--- config.mk ---
export PLATFORM = sky130hd
export DESIGN_NAME = ssd_scan_ctrl
export DESIGN_NICKNAME = d
export VERILOG_FILES = /design/src/rtl/ssd_scan_ctrl.sv
export SDC_FILE = /design/constraint.sdc
export NUM_CORES = 1
export LEC_CHECK = 0
export BUFFER_PORTS_ARGS = -buffer_cell sky130_fd_sc_hd__buf_2
export CAP_MARGIN = 20
export CORE_AREA = 2 2 87 64
export DETAILED_ROUTE_END_ITERATION = 10
export DIE_AREA = 0 0 89 66
export GPL_ROUTABILITY_DRIVEN = 0
export PLACE_DENSITY = 0.7
export SYNTH_ARGS = -nofsm -noshare
export SYNTH_HDL_FRONTEND = slang
export SYNTH_SLANG_ARGS = --single-unit
--- constraint.sdc ---
create_clock -name clk -period 2.1 [get_ports clk]
set_input_delay 0.105 -clock clk [delete_from_list [all_inputs] [get_ports clk]]
set_output_delay 0.105 -clock clk [all_outputs]
set_load 0.01 [all_outputs]
--- src/rtl/ssd_scan_ctrl.sv ---
// Multiplexed seven-segment scan controller: time-multiplexes a double-buffered
// hex value onto one decoder with optional leading-zero blanking.
module ssd_scan_ctrl #(
  parameter int NUM_DIGITS = 4,
  parameter int DIV        = 50000
) (
  input  logic                    clk,
  input  logic                    rst_n,
  input  logic                    load,
  input  logic [4*NUM_DIGITS-1:0] value_in,
  input  logic                    blank_lz,
  output logic [3:0]              digit_out,
  output logic                    digit_en,
  output logic [NUM_DIGITS-1:0]   digit_sel,
  output logic                    frame_start,
  output logic                    update_pending
);

  localparam int CW = $clog2(DIV);
  localparam int IW = $clog2(NUM_DIGITS);

  logic [CW-1:0]             cnt_r;
  logic [IW-1:0]             idx_r;
  logic [4*NUM_DIGITS-1:0]   pend_r;
  logic [4*NUM_DIGITS-1:0]   disp_r;
  logic                      pend_flag_r;
  logic                      frame_start_r;

  logic                      tick_s;
  logic                      wrap_s;
  logic [NUM_DIGITS-1:0]     zero_above_s;
  logic                      zero_acc_s;
  logic                      dark_s;
  logic [3:0]                nib_s;

  assign tick_s = (cnt_r == CW'(DIV - 1));
  assign wrap_s = tick_s && (idx_r == IW'(NUM_DIGITS - 1));

  // Scan timing plus shadow/display buffering; a new value only lands on a frame wrap
  always_ff @(posedge clk or negedge rst_n) begin
    if (!rst_n) begin
      cnt_r         <= {CW{1'b0}};
      idx_r         <= {IW{1'b0}};
      pend_r        <= {(4*NUM_DIGITS){1'b0}};
      disp_r        <= {(4*NUM_DIGITS){1'b0}};
      pend_flag_r   <= 1'b0;
      frame_start_r <= 1'b0;
    end else begin
      if (tick_s) begin
        cnt_r <= {CW{1'b0}};
        idx_r <= wrap_s ? {IW{1'b0}} : idx_r + IW'(1);
      end else begin
        cnt_r <= cnt_r + CW'(1);
      end
      frame_start_r <= wrap_s;
      if (load && wrap_s) begin
        disp_r      <= value_in;
        pend_flag_r <= 1'b0;
      end else if (load) begin
        pend_r      <= value_in;
        pend_flag_r <= 1'b1;
      end else if (wrap_s && pend_flag_r) begin
        disp_r      <= pend_r;
        pend_flag_r <= 1'b0;
      end
    end
  end

  // zero_above_s[i] is set when nibbles i..NUM_DIGITS-1 of the display are all zero
  always_comb begin
    zero_above_s = {NUM_DIGITS{1'b0}};
    zero_acc_s   = 1'b1;
    for (int i = NUM_DIGITS - 1; i >= 0; i--) begin
      zero_acc_s      = zero_acc_s & (disp_r[4*i +: 4] == 4'h0);
      zero_above_s[i] = zero_acc_s;
    end
  end

  assign nib_s  = 4'(disp_r >> {idx_r, 2'b00});
  assign dark_s = blank_lz && (idx_r != {IW{1'b0}}) && zero_above_s[idx_r];

  // Decoder drive; a dark digit keeps its select so scan timing never changes
  always_comb begin
    if (dark_s) begin
      digit_out = 4'h0;
      digit_en  = 1'b0;
    end else begin
      digit_out = nib_s;
      digit_en  = 1'b1;
    end
  end

  assign digit_sel      = {{(NUM_DIGITS-1){1'b0}}, 1'b1} << idx_r;
  assign frame_start    = frame_start_r;
  assign update_pending = pend_flag_r;

endmodule

==> impl_metrics.csv, run 1 <==
group,metric,value,unit
worst_setup_path,timing.critical_path.to,"pend_r[15]$_DFFE_PN0P_",
worst_setup_path,cp_launch_point,"cnt_r[12]$_DFF_PN0_",
yosys,postSynth.topFlopCell,"sky130_fd_sc_hd__dfrtp_1",
global_route,grt_pass1_vias,2029,
worst_hold_path,whs_path_depth,2,
pwr,combPwrFrac,6.7,%
worst_hold_path,hold_path.class,"in2reg",
timing,layout_setup_ws,0.04217,ns
global_route,grt_antenna_before_repair,0,
yosys,yosysSeqAreaShare,51.16,%
die,fp.dieArea,5874,µm²
cts,worst_skew_pair.late_latency,0.32,ns
route,drt-vias-per-instance,5.912,
worst_setup_path,cp.arrival,2.26,ns
worst_setup_path,ff2ff_path_depth,4,
pwr,vdd_ir_drop_max,0.3900,mV
worst_hold_path,holdCritStartpoint,"value_in[1]",
yosys,syn_area,2544,µm²
timing,max_slew_margin,60.37,%
pwr,total_power_of_the_final_layout,1868,µW
cts,tritoncts,"yes",
yosys,synthArstFlopShare,100.0,%
pwr,cellInternalPower,1447,µW
yosys,synth.avg_cell_area,11.11,µm²
yosys,synth-edff-count,0,
worst_setup_path,setup.worst_path.end_class,"flip-flop",
cts,clk_pin_slew_worst_paths,0.10,ns
route,route.vias.total,2087,
timing,finClkSkew,0.01328,ns
yosys,synthMostInstantiatedCell,"sky130_fd_sc_hd__dfrtp_1",
worst_setup_path,worst_setup_path_start_kind,"flip-flop",
yosys,gate_count_of_the_mapped_netlist,229,
cts,cts_made_buffers,5,
yosys,synthTopCellsByArea,"sky130_fd_sc_hd__dfrtp_1 (51%), sky130_fd_sc_hd__nand3_1 (7.5%), sky130_fd_sc_hd__mux2_1 (7.1%)",
final_layout,post-route-cell-area,3174,µm²
final_layout,nets,305,
timing,period_share,97.99,%
pwr,switching_power,420.3,µW
route,finalWirelength,6342,µm
placement,dpl.hpwl,4239,µm
final_layout,antenna_cells_inserted,0,
cts,h-tree-depth,2,
placement,dp_cells,341,
worst_setup_path,cp.required,2.30,ns
route,wl_per_cell,17.97,µm
yosys,ys_ff_latch,52,
pwr,power_switching_share,22.50,%
yosys,yosysTopAreaCellShare,51.16,%
pwr,p_per_area,588.4,nW/µm²
placement,place.port_buffers,30,
worst_setup_path,highest_fanout_seen_on_the_critical_path,8,
status,status,"complete, no violations",
yosys,synth.lib_cells_used.distinct,33,
timing,setup_viol_count_final,0,
route,drt-initial-drc-count,127,
die,die_h,66,µm
final_layout,layoutNonFillerInstCount,353,
timing,final_max_slew_viol_count,0,
route,antenna_left,0,
route,drt-pass1-iter-count,5,
job,max_cap_violations,0,
timing,grt_setup_unrepaired,"true",
global_route,grt_start_max_net_pins,28,
final_layout,drive_above_1_share,33.10,%
worst_setup_path,setup.reg_to_reg.worst_slack,0.04,ns
final_layout,area_growth,24.79,%
die,die_width,89,µm
yosys,ys.warnings.count,0,
worst_setup_path,regToRegEndpoint,"pend_r[15]$_DFFE_PN0P_",
timing,fmax,485.9,MHz
die,floorplan.io_pins,31,
die,standard_cell_core_area,5065,µm²
yosys,syn_nets,254,
worst_setup_path,critical_path.reg2reg.startpoint,"cnt_r[12]$_DFF_PN0_",
cts,cts_num_sinks,52,
timing,total_count_of_hold_check_failures_in_the_final_report,0,
timing,min_period,2.058,ns
pwr,clock_power_share,37.0,%
worst_setup_path,criticalPathCategory,"reg2reg",
global_route,first_pass_grt_wire_length,10260,µm
yosys,synth_top_area_cell,"sky130_fd_sc_hd__dfrtp_1",
die,start_util,50.22,%
final_layout,fin_util,62.67,%
global_route,grt-ovfl-total,0,
die,core.rowCount,22,
pwr,cellLeakagePower,0.001388,µW
route,drc,0,
yosys,most_frequent_cells_after_synthesis,"sky130_fd_sc_hd__dfrtp_1 (52), sky130_fd_sc_hd__nand3_1 (38), sky130_fd_sc_hd__nand2_1 (23), sky130_fd_sc_hd__a32oi_1 (16), sky130_fd_sc_hd__mux2_1 (16)",
timing,worstMarginPinSlew,0.5945,ns
placement,placement.cell_area,2975,µm²
global_route,groute.usage.overall,23.47,%
cts,clockRootBuffer,"sky130_fd_sc_hd__clkbuf_8",
cts,cts_buffer_depth,2,
pwr,sequentialPowerShare,56.3,%
placement,detailedPlace.worstSlack,0.03380,ns
-- flip-flops by register name (all words and copies together) (netlist names) --
name,count
disp_r,16
pend_r,16
cnt_r,16
update_pending,1
frame_start,1
idx_r,2
-- layout make-up --
type / instances / area, µm²
clock buffers: 5 / 68.82
clock inverters: 3 / 42.54
fillers: 440 / 1891
inverters: 3 / 11.26
multi-input cells: 162 / 1286
flip-flops and latches: 52 / 1303
well taps: 72 / 90.09
repair buffers: 56 / 372.9
-- worst min path at each step --
| stage | to | slack [ns] |
|---|---|---|
| floorplan | cnt_r[0]$_DFF_PN0_ | -0.19 |
| global placement | disp_r[5]$_DFFE_PN0P_ | 0.15 |
| detailed placement | disp_r[5]$_DFFE_PN0P_ | 0.14 |
| CTS | pend_r[1]$_DFFE_PN0P_ | 0.02 |
| global route | pend_r[9]$_DFFE_PN0P_ | 0.02 |
| finish | pend_r[1]$_DFFE_PN0P_ | 0.02 |
-- timing repair --
item	in CTS	in global routing
hold buffers	1	0
buffers inserted	2	0
pin swaps	2	2
gates resized for setup	5	5
setup endpoints to repair	1	17
gates cloned	0	1
hold endpoints to repair	25	0
-- layout by cell type (no fill, tap or decap), types with 2 or more instances in the layout --
cell,Yosys,final
sky130_fd_sc_hd__a21oi_1,2,2
sky130_fd_sc_hd__clkbuf_8,0,5
sky130_fd_sc_hd__ha_1,5,3
sky130_fd_sc_hd__nand3_1,38,38
sky130_fd_sc_hd__inv_1,3,2
sky130_fd_sc_hd__or4b_4,1,2
sky130_fd_sc_hd__xnor2_1,6,6
sky130_fd_sc_hd__dfrtp_1,52,51
sky130_fd_sc_hd__mux2_4,0,13
sky130_fd_sc_hd__mux4_2,4,4
sky130_fd_sc_hd__nand2_1,23,23
sky130_fd_sc_hd__mux2_1,16,3
sky130_fd_sc_hd__and3_1,3,3
sky130_fd_sc_hd__nand2_8,0,2
sky130_fd_sc_hd__nand4bb_1,2,2
sky130_fd_sc_hd__nor4_1,5,4
sky130_fd_sc_hd__buf_12,1,2
sky130_fd_sc_hd__buf_2,1,30
sky130_fd_sc_hd__buf_4,0,23
sky130_fd_sc_hd__nor2_1,13,13
sky130_fd_sc_hd__nand4_1,5,5
sky130_fd_sc_hd__o21ai_1,2,2
sky130_fd_sc_hd__xor2_1,7,7
sky130_fd_sc_hd__a32oi_1,16,16
sky130_fd_sc_hd__nor4_4,1,2
sky130_fd_sc_hd__nor2b_1,2,2
-- per-layer routing --
layer / vias to the layer above / track usage, % / wire (µm) / part of all wire [%]
li1: 943 / - / - / -
met1: 1042 / 37.18 / 3142 / 50
met2: 89 / 32.28 / 2674 / 42
met3: 13 / 4.370 / 418 / 6.6
met4: 0 / 7.276 / 107 / 1.7
met5: - / 0 / 0 / 0
-- logic make-up after synthesis --
family | share of synthesized area, %
AND/OR/NAND/NOR | 21.45
adder cells (fa/ha/maj) | 2.459
XOR/XNOR | 4.476
multiplexers | 10.62
buffers and inverters | 3.050
flip-flops | 51.16
AO/OA/AOI/OAI | 6.788
-- critical path: stages, from the launching register on --
cell                      delay [ns]
sky130_fd_sc_hd__dfrtp_1        0.39
sky130_fd_sc_hd__or4b_4         0.54
sky130_fd_sc_hd__or4_4          0.52
sky130_fd_sc_hd__nand2_8        0.16
sky130_fd_sc_hd__mux2_1         0.33
-- power groups by stage --
| stage | Clock, µW | Combinational (µW) | Sequential [µW] |
|---|---|---|---|
| detailed placement | 0 | 117 | 1070 |
| floorplan | 0 | 63.1 | 1060 |
| finish | 691 | 126 | 1050 |
| CTS | 703 | 117 | 1050 |
| global route | 752 | 136 | 1050 |
| global placement | 0 | 113 | 1070 |
-- through the flow --
stage | setup TNS, ns | hold slack [ns]
6_report | 0 | 0.01981
5_1_grt | -0.006563 | 0.01700
3_3_place_gp | 0 | 0.1532
2_1_floorplan | -0.7332 | -0.1906
4_1_cts | 0 | 0.02325
3_5_place_dp | 0 | 0.1435
(Power assumes the default switching activity.)
==> inputs of run 2 (changes only) <==
--- a/config.mk
+++ b/config.mk
@@ -12,6 +12,7 @@
 export DIE_AREA = 0 0 89 66
 export GPL_ROUTABILITY_DRIVEN = 0
 export PLACE_DENSITY = 0.7
+export RECOVER_POWER = 100
 export SYNTH_ARGS = -nofsm -noshare
 export SYNTH_HDL_FRONTEND = slang
 export SYNTH_SLANG_ARGS = --single-unit
==> run 2 against run 1 <==
Effect of this change: sequential share of layout area increased by 0.44 points; clock skew decreased by 0.0034 ns; fmax rose by 0.34%; total power is 0.25% lower; utilization down 0.67 points; setup slack better by 0.0070 ns; wire length decreased by 0.80%; clock power barely moved; register-to-register slack about the same; critical path type unchanged.
==> impl_metrics.csv, run 2 (synthesis results as in run 1) <==
group,metric,value,unit
pwr,cellLeakagePower,0.001368,µW
status,status,"complete, no violations",
global_route,gr-usage-met3,4.370,%
worst_setup_path,worst_setup_path_start_kind,"flip-flop",
timing,finClkSkew,0.009922,ns
cts,cts_buffer_depth,2,
final_layout,drive_above_1_share,29.89,%
worst_setup_path,criticalPathCategory,"reg2reg",
timing,final_max_slew_viol_count,0,
pwr,p_per_area,593.2,nW/µm²
worst_setup_path,worstPathCellList,"or4b_4 -> or4_4 -> nand2_8 -> mux2_1",
timing,max_slew_margin,4.324,%
final_layout,layout_commonest_cell,"sky130_fd_sc_hd__dfrtp_1",
global_route,grt-ovfl-total,0,
worst_setup_path,cp.arrival,2.25,ns
timing,period_share,97.66,%
route,drt-vias-per-instance,5.822,
worst_setup_path,cp.required,2.30,ns
placement,dpl.hpwl,4239,µm
route,drt-pass1-iter-count,4,
cts,tritoncts,"yes",
pwr,power_switching_share,22.32,%
timing,fmax,487.6,MHz
timing,grt_setup_unrepaired,"true",
job,max_cap_violations,0,
cts,worst_skew_pair.late_latency,0.31,ns
worst_setup_path,highest_fanout_seen_on_the_critical_path,8,
die,die_h,66,µm
final_layout,final_cell_mix,"sky130_fd_sc_hd__dfrtp_1 (51), sky130_fd_sc_hd__nand3_1 (38), sky130_fd_sc_hd__nand2_1 (23), sky130_fd_sc_hd__buf_2 (23), sky130_fd_sc_hd__buf_4 (18)",
timing,setup_viol_count_final,0,
die,die_width,89,µm
timing,total_count_of_hold_check_failures_in_the_final_report,0,
timing,min_period,2.051,ns
final_layout,layoutNonFillerInstCount,353,
cts,cts_made_buffers,5,
final_layout,antenna_cells_inserted,0,
route,finalWirelength,6291,µm
timing,fin_hold_ws,0.02593,ns
global_route,global_route.usage.met1,37.18,%
pwr,combPwrFrac,6.7,%
die,standard_cell_core_area,5065,µm²
final_layout,area_growth,23.46,%
pwr,sequentialPowerShare,56.4,%
global_route,grt_pass1_vias,2029,
route,antenna_left,0,
worst_setup_path,setup.worst_path.end_class,"flip-flop",
global_route,grtUsageMet2,32.28,%
route,wl_per_cell,17.82,µm
pwr,switching_power,415.8,µW
placement,place.port_buffers,30,
pwr,cellInternalPower,1447,µW
global_route,busiest_layer,"met1",
cts,clk_pin_slew_worst_paths,0.10,ns
placement,dp_cells,341,
route,drc,0,
die,start_util,50.22,%
die,fp.dieArea,5874,µm²
global_route,first_pass_grt_wire_length,10260,µm
global_route,grt_start_max_net_pins,28,
cts,clockRootBuffer,"sky130_fd_sc_hd__clkbuf_8",
pwr,clock_power_share,36.9,%
worst_setup_path,critical_path.n_buffers_inverters,0,
worst_setup_path,slowest_delay,0.54,ns
route,drt-initial-drc-count,136,
timing,worstMarginPinSlew,1.435,ns
final_layout,largestRegisters,"cnt_r: 16 flops, disp_r: 16 flops, pend_r: 16 flops",
die,core.rowCount,22,
die,floorplan.io_pins,31,
worst_setup_path,timing.critical_path.max_delay_family,"simple AND/OR/NAND/NOR gates",
timing,fin_tns_setup,0,ns
cts,cts_num_sinks,52,
global_route,groute.usage.overall,23.47,%
pwr,vdd_ir_drop_max,0.3912,mV
worst_hold_path,hold_path.class,"in2reg",
global_route,grt_antenna_before_repair,0,
worst_setup_path,crit_slowest_cell,"sky130_fd_sc_hd__or4b_4",
cts,h-tree-depth,2,
route,route.vias.total,2055,
final_layout,nets,305,
==> run 2: timing repair <==
action | in CTS | in global routing
hold buffers | 1 | 0
endpoints found under the hold margin | 25 | 0
pin swaps | 2 | 2
cloned | 0 | 1
buffers inserted | 2 | 0
setup endpoints to repair | 1 | 17
resized for setup | 5 | 5
==> run 2: worst paths after layout <==
path | cells after the start | end | slack [ns] | start
worst min register to register | 1 | cnt_r[0]$_DFF_PN0_ | 0.46 | cnt_r[0]$_DFF_PN0_
min in group asynchronous | 2 | disp_r[5]$_DFFE_PN0P_ | 0.65 | rst_n
worst max register to register | 4 | pend_r[1]$_DFFE_PN0P_ | 0.05 | cnt_r[12]$_DFF_PN0_
max in group asynchronous | 2 | pend_r[4]$_DFFE_PN0P_ | 0.60 | rst_n
worst min-delay path | 2 | pend_r[1]$_DFFE_PN0P_ | 0.03 | value_in[1]
worst max-delay path | 4 | pend_r[1]$_DFFE_PN0P_ | 0.05 | cnt_r[12]$_DFF_PN0_
==> run 2: power by group through the flow <==
stage               logic, µW  registers (µW)  clock network [µW]
floorplan                63.1            1060                   0
global placement          113            1070                   0
detailed placement        117            1070                   0
CTS                       117            1050                 703
global route              136            1050                 752
finish                    125            1050                 688
==> run 2: layer usage <==
layer,part of all wire [%],vias to the layer above
met4,1.4,0
met1,47,1016
met2,44,83
li1,-,947
met5,0,-
met3,7.0,9
==> run 2: final cells by class <==
| type | count | area [µm²] |
|---|---|---|
| Sequential cell | 52 | 1303 |
| Clock inverter | 3 | 42.54 |
| Multi-Input combinational cell | 162 | 1274 |
| Tap cell | 72 | 90.09 |
| Fill cell | 447 | 1924 |
| Inverter | 3 | 11.26 |
| Timing Repair Buffer | 56 | 351.6 |
| Clock buffer | 5 | 68.82 |
==> run 2: metrics by stage <==
step	cell area [µm²]	util [%]	power [µW]	setup WS, ns
4_1_cts	3133	61.86	1870	0.01189
6_report	3141	62.01	1863	0.04913
3_5_place_dp	2975	58.75	1184	0.03380
2_1_floorplan	2604	-	1126	-0.07332
5_1_grt	3141	62.01	1942	-0.003518
3_3_place_gp	2975	58.75	1180	0.07089
==> run 2: worst register-to-register path: stages (launching register included) <==
cell                      delay, ns
sky130_fd_sc_hd__dfrtp_1       0.39
sky130_fd_sc_hd__or4b_4        0.54
sky130_fd_sc_hd__or4_4         0.52
sky130_fd_sc_hd__nand2_8       0.16
sky130_fd_sc_hd__mux2_1        0.33
==> inputs of run 3 (changes only) <==
--- a/config.mk
+++ b/config.mk
@@ -7,11 +7,11 @@
 export LEC_CHECK = 0
 export BUFFER_PORTS_ARGS = -buffer_cell sky130_fd_sc_hd__buf_2
 export CAP_MARGIN = 20
-export CORE_AREA = 2 2 87 64
+export CORE_AREA = 2 2 85 62
 export DETAILED_ROUTE_END_ITERATION = 10
-export DIE_AREA = 0 0 89 66
+export DIE_AREA = 0 0 87 64
 export GPL_ROUTABILITY_DRIVEN = 0
-export PLACE_DENSITY = 0.7
+export PLACE_DENSITY = 0.71
 export RECOVER_POWER = 100
 export SYNTH_ARGS = -nofsm -noshare
 export SYNTH_HDL_FRONTEND = slang
==> constraint.sdc (replaced) <==
create_clock -name clk -period 1.9 [get_ports clk]
set_input_delay 0.095 -clock clk [delete_from_list [all_inputs] [get_ports clk]]
set_output_delay 0.095 -clock clk [all_outputs]
set_load 0.01 [all_outputs]
==> run 3 against run 2 <==
Effect of this change: the flow now finishes with violations (setup timing); cell count fell by 1.7%; combinational power up 6%; first-iteration DRC count increased by 41%; count of clock-buffer cells in the layout increased by 2; register-to-register slack worse by 0.19 ns; setup slack got worse by 0.19 ns.
==> impl_metrics.csv, run 3 (synthesis results as in run 1) <==
group,metric,value,unit
die,floorplan.io_pins,31,
cts,h-tree-depth,2,
die,standard_cell_core_area,4703,µm²
final_layout,layout_commonest_cell,"sky130_fd_sc_hd__dfrtp_1",
die,die_h,64,µm
pwr,total_power_of_the_final_layout,2131,µW
global_route,grt_start_max_net_pins,28,
final_layout,nets,314,
timing,grt_setup_unrepaired,"true",
timing,min_period,2.043,ns
cts,cts_buffer_depth,2,
die,start_util,54.08,%
timing,finClkSkew,0.003555,ns
pwr,cellLeakagePower,0.001388,µW
global_route,grt-ovfl-total,0,
pwr,p_per_area,674.1,nW/µm²
pwr,vdd_ir_drop_max,0.4753,mV
cts,cts_num_sinks,52,
timing,worstMarginPinSlew,0.9127,ns
worst_setup_path,highest_fanout_seen_on_the_critical_path,8,
global_route,grt_pass1_vias,1976,
worst_setup_path,cp.required,2.10,ns
timing,setup_viol_count_final,33,
final_layout,antenna_cells_inserted,0,
timing,total_count_of_hold_check_failures_in_the_final_report,0,
global_route,groute.usage.overall,24.14,%
route,drc,0,
timing,final_max_slew_viol_count,0,
timing,fin_hold_ws,0.01252,ns
timing,period_share,107.5,%
final_layout,largestRegisters,"cnt_r: 16 flops, disp_r: 16 flops, pend_r: 16 flops",
route,drt-pass1-iter-count,4,
timing,fmax,489.6,MHz
cts,tritoncts,"yes",
worst_setup_path,setup.reg_to_reg.worst_slack,-0.14,ns
timing,max_slew_margin,39.15,%
job,max_cap_violations,0,
route,route.vias.total,2056,
worst_setup_path,cp.arrival,2.24,ns
cts,clk_pin_slew_worst_paths,0.09,ns
final_layout,layoutNonFillerInstCount,347,
status,violated_checks,"setup timing",
placement,dpl.hpwl,4233,µm
cts,worst_skew_pair.late_latency,0.31,ns
worst_setup_path,setup.worst_path.end_class,"flip-flop",
die,fp.dieArea,5568,µm²
cts,cts_made_buffers,5,
timing,layout_setup_ws,-0.1427,ns
status,status,"finished, violations left",
placement,dp_cells,335,
die,core.rowCount,21,
final_layout,drive_above_1_share,30.00,%
worst_setup_path,criticalPathCategory,"reg2reg",
cts,clockRootBuffer,"sky130_fd_sc_hd__clkbuf_8",
route,antenna_left,0,
final_layout,area_growth,24.30,%
worst_setup_path,worst_setup_path_start_kind,"flip-flop",
global_route,grt_antenna_before_repair,0,
global_route,first_pass_grt_wire_length,10050,µm
final_layout,fin_util,67.23,%
final_layout,final_cell_mix,"sky130_fd_sc_hd__dfrtp_1 (51), sky130_fd_sc_hd__nand3_1 (38), sky130_fd_sc_hd__buf_4 (26)",
placement,place.port_buffers,30,
placement,detailedPlace.worstSlack,-0.1491,ns
route,drt-initial-drc-count,192,
route,finalWirelength,6177,µm
worst_hold_path,hold_path.class,"in2reg",
die,die_width,87,µm
route,wl_per_cell,17.80,µm
route,drt-vias-per-instance,5.925,
## run 3: final timing paths
kind | start | endpoint | cells after the start
max reg2reg | cnt_r[12]$_DFF_PN0_ | pend_r[4]$_DFFE_PN0P_ | 4
min reg2reg | pend_r[3]$_DFFE_PN0P_ | pend_r[3]$_DFFE_PN0P_ | 1
max | cnt_r[12]$_DFF_PN0_ | pend_r[4]$_DFFE_PN0P_ | 4
min | value_in[15] | pend_r[15]$_DFFE_PN0P_ | 2
min in group asynchronous | rst_n | pend_r[11]$_DFFE_PN0P_ | 2
max in group asynchronous | rst_n | disp_r[5]$_DFFE_PN0P_ | 3
## run 3: metrics by stage
step           area [µm²]  setup TNS [ns]
2_1_floorplan        2611          -4.306
3_3_place_gp         3004          -1.601
3_5_place_dp         3015          -1.977
4_1_cts              3208          -2.772
5_1_grt              3162          -4.403
6_report             3162          -2.998
## run 3: layout make-up
class                      instances  area [µm²]
fill                             361        1541
sequential                        52        1303
clock buffer                       7       96.34
timing repair buffer              65       387.9
clock inverter                     1       30.03
inverter                           3       11.26
tap                               57       71.32
multi-input combinational        162        1262
## run 3: timing repair
item / in CTS / in global routing
hold buffers: 1 / 0
setup buffers: 2 / 0
pin swaps: 4 / 2
gates resized for setup: 6 / 0
hold endpoints to repair: 15 / 0
endpoints found under the setup margin: 20 / 33
gates cloned: 1 / 0
## run 3: report_power, final
part | switching, µW | internal [µW] | leakage (µW)
Sequential | 20.2 | 1140 | 0.000585
Combinational | 68.1 | 63.8 | 0.000738
Clock | 374 | 465 | 0.0000645
Total | 463 | 1670 | 0.00139
## run 3: critical path, stage by stage, from the launching register on
cell and delay, ns:
sky130_fd_sc_hd__dfrtp_1 0.39, sky130_fd_sc_hd__or4b_4 0.53, sky130_fd_sc_hd__or4_4 0.52, sky130_fd_sc_hd__nand2_8 0.15, sky130_fd_sc_hd__mux2_1 0.34
## run 3: routing by layer
layer / routed length [µm] / global-route usage, % / vias to the layer above
li1: - / - / 966
met1: 2996 / 36.85 / 975
met2: 2493 / 32.44 / 101
met3: 566 / 6.460 / 14
met4: 120 / 9.375 / 0
met5: 0 / 0 / -
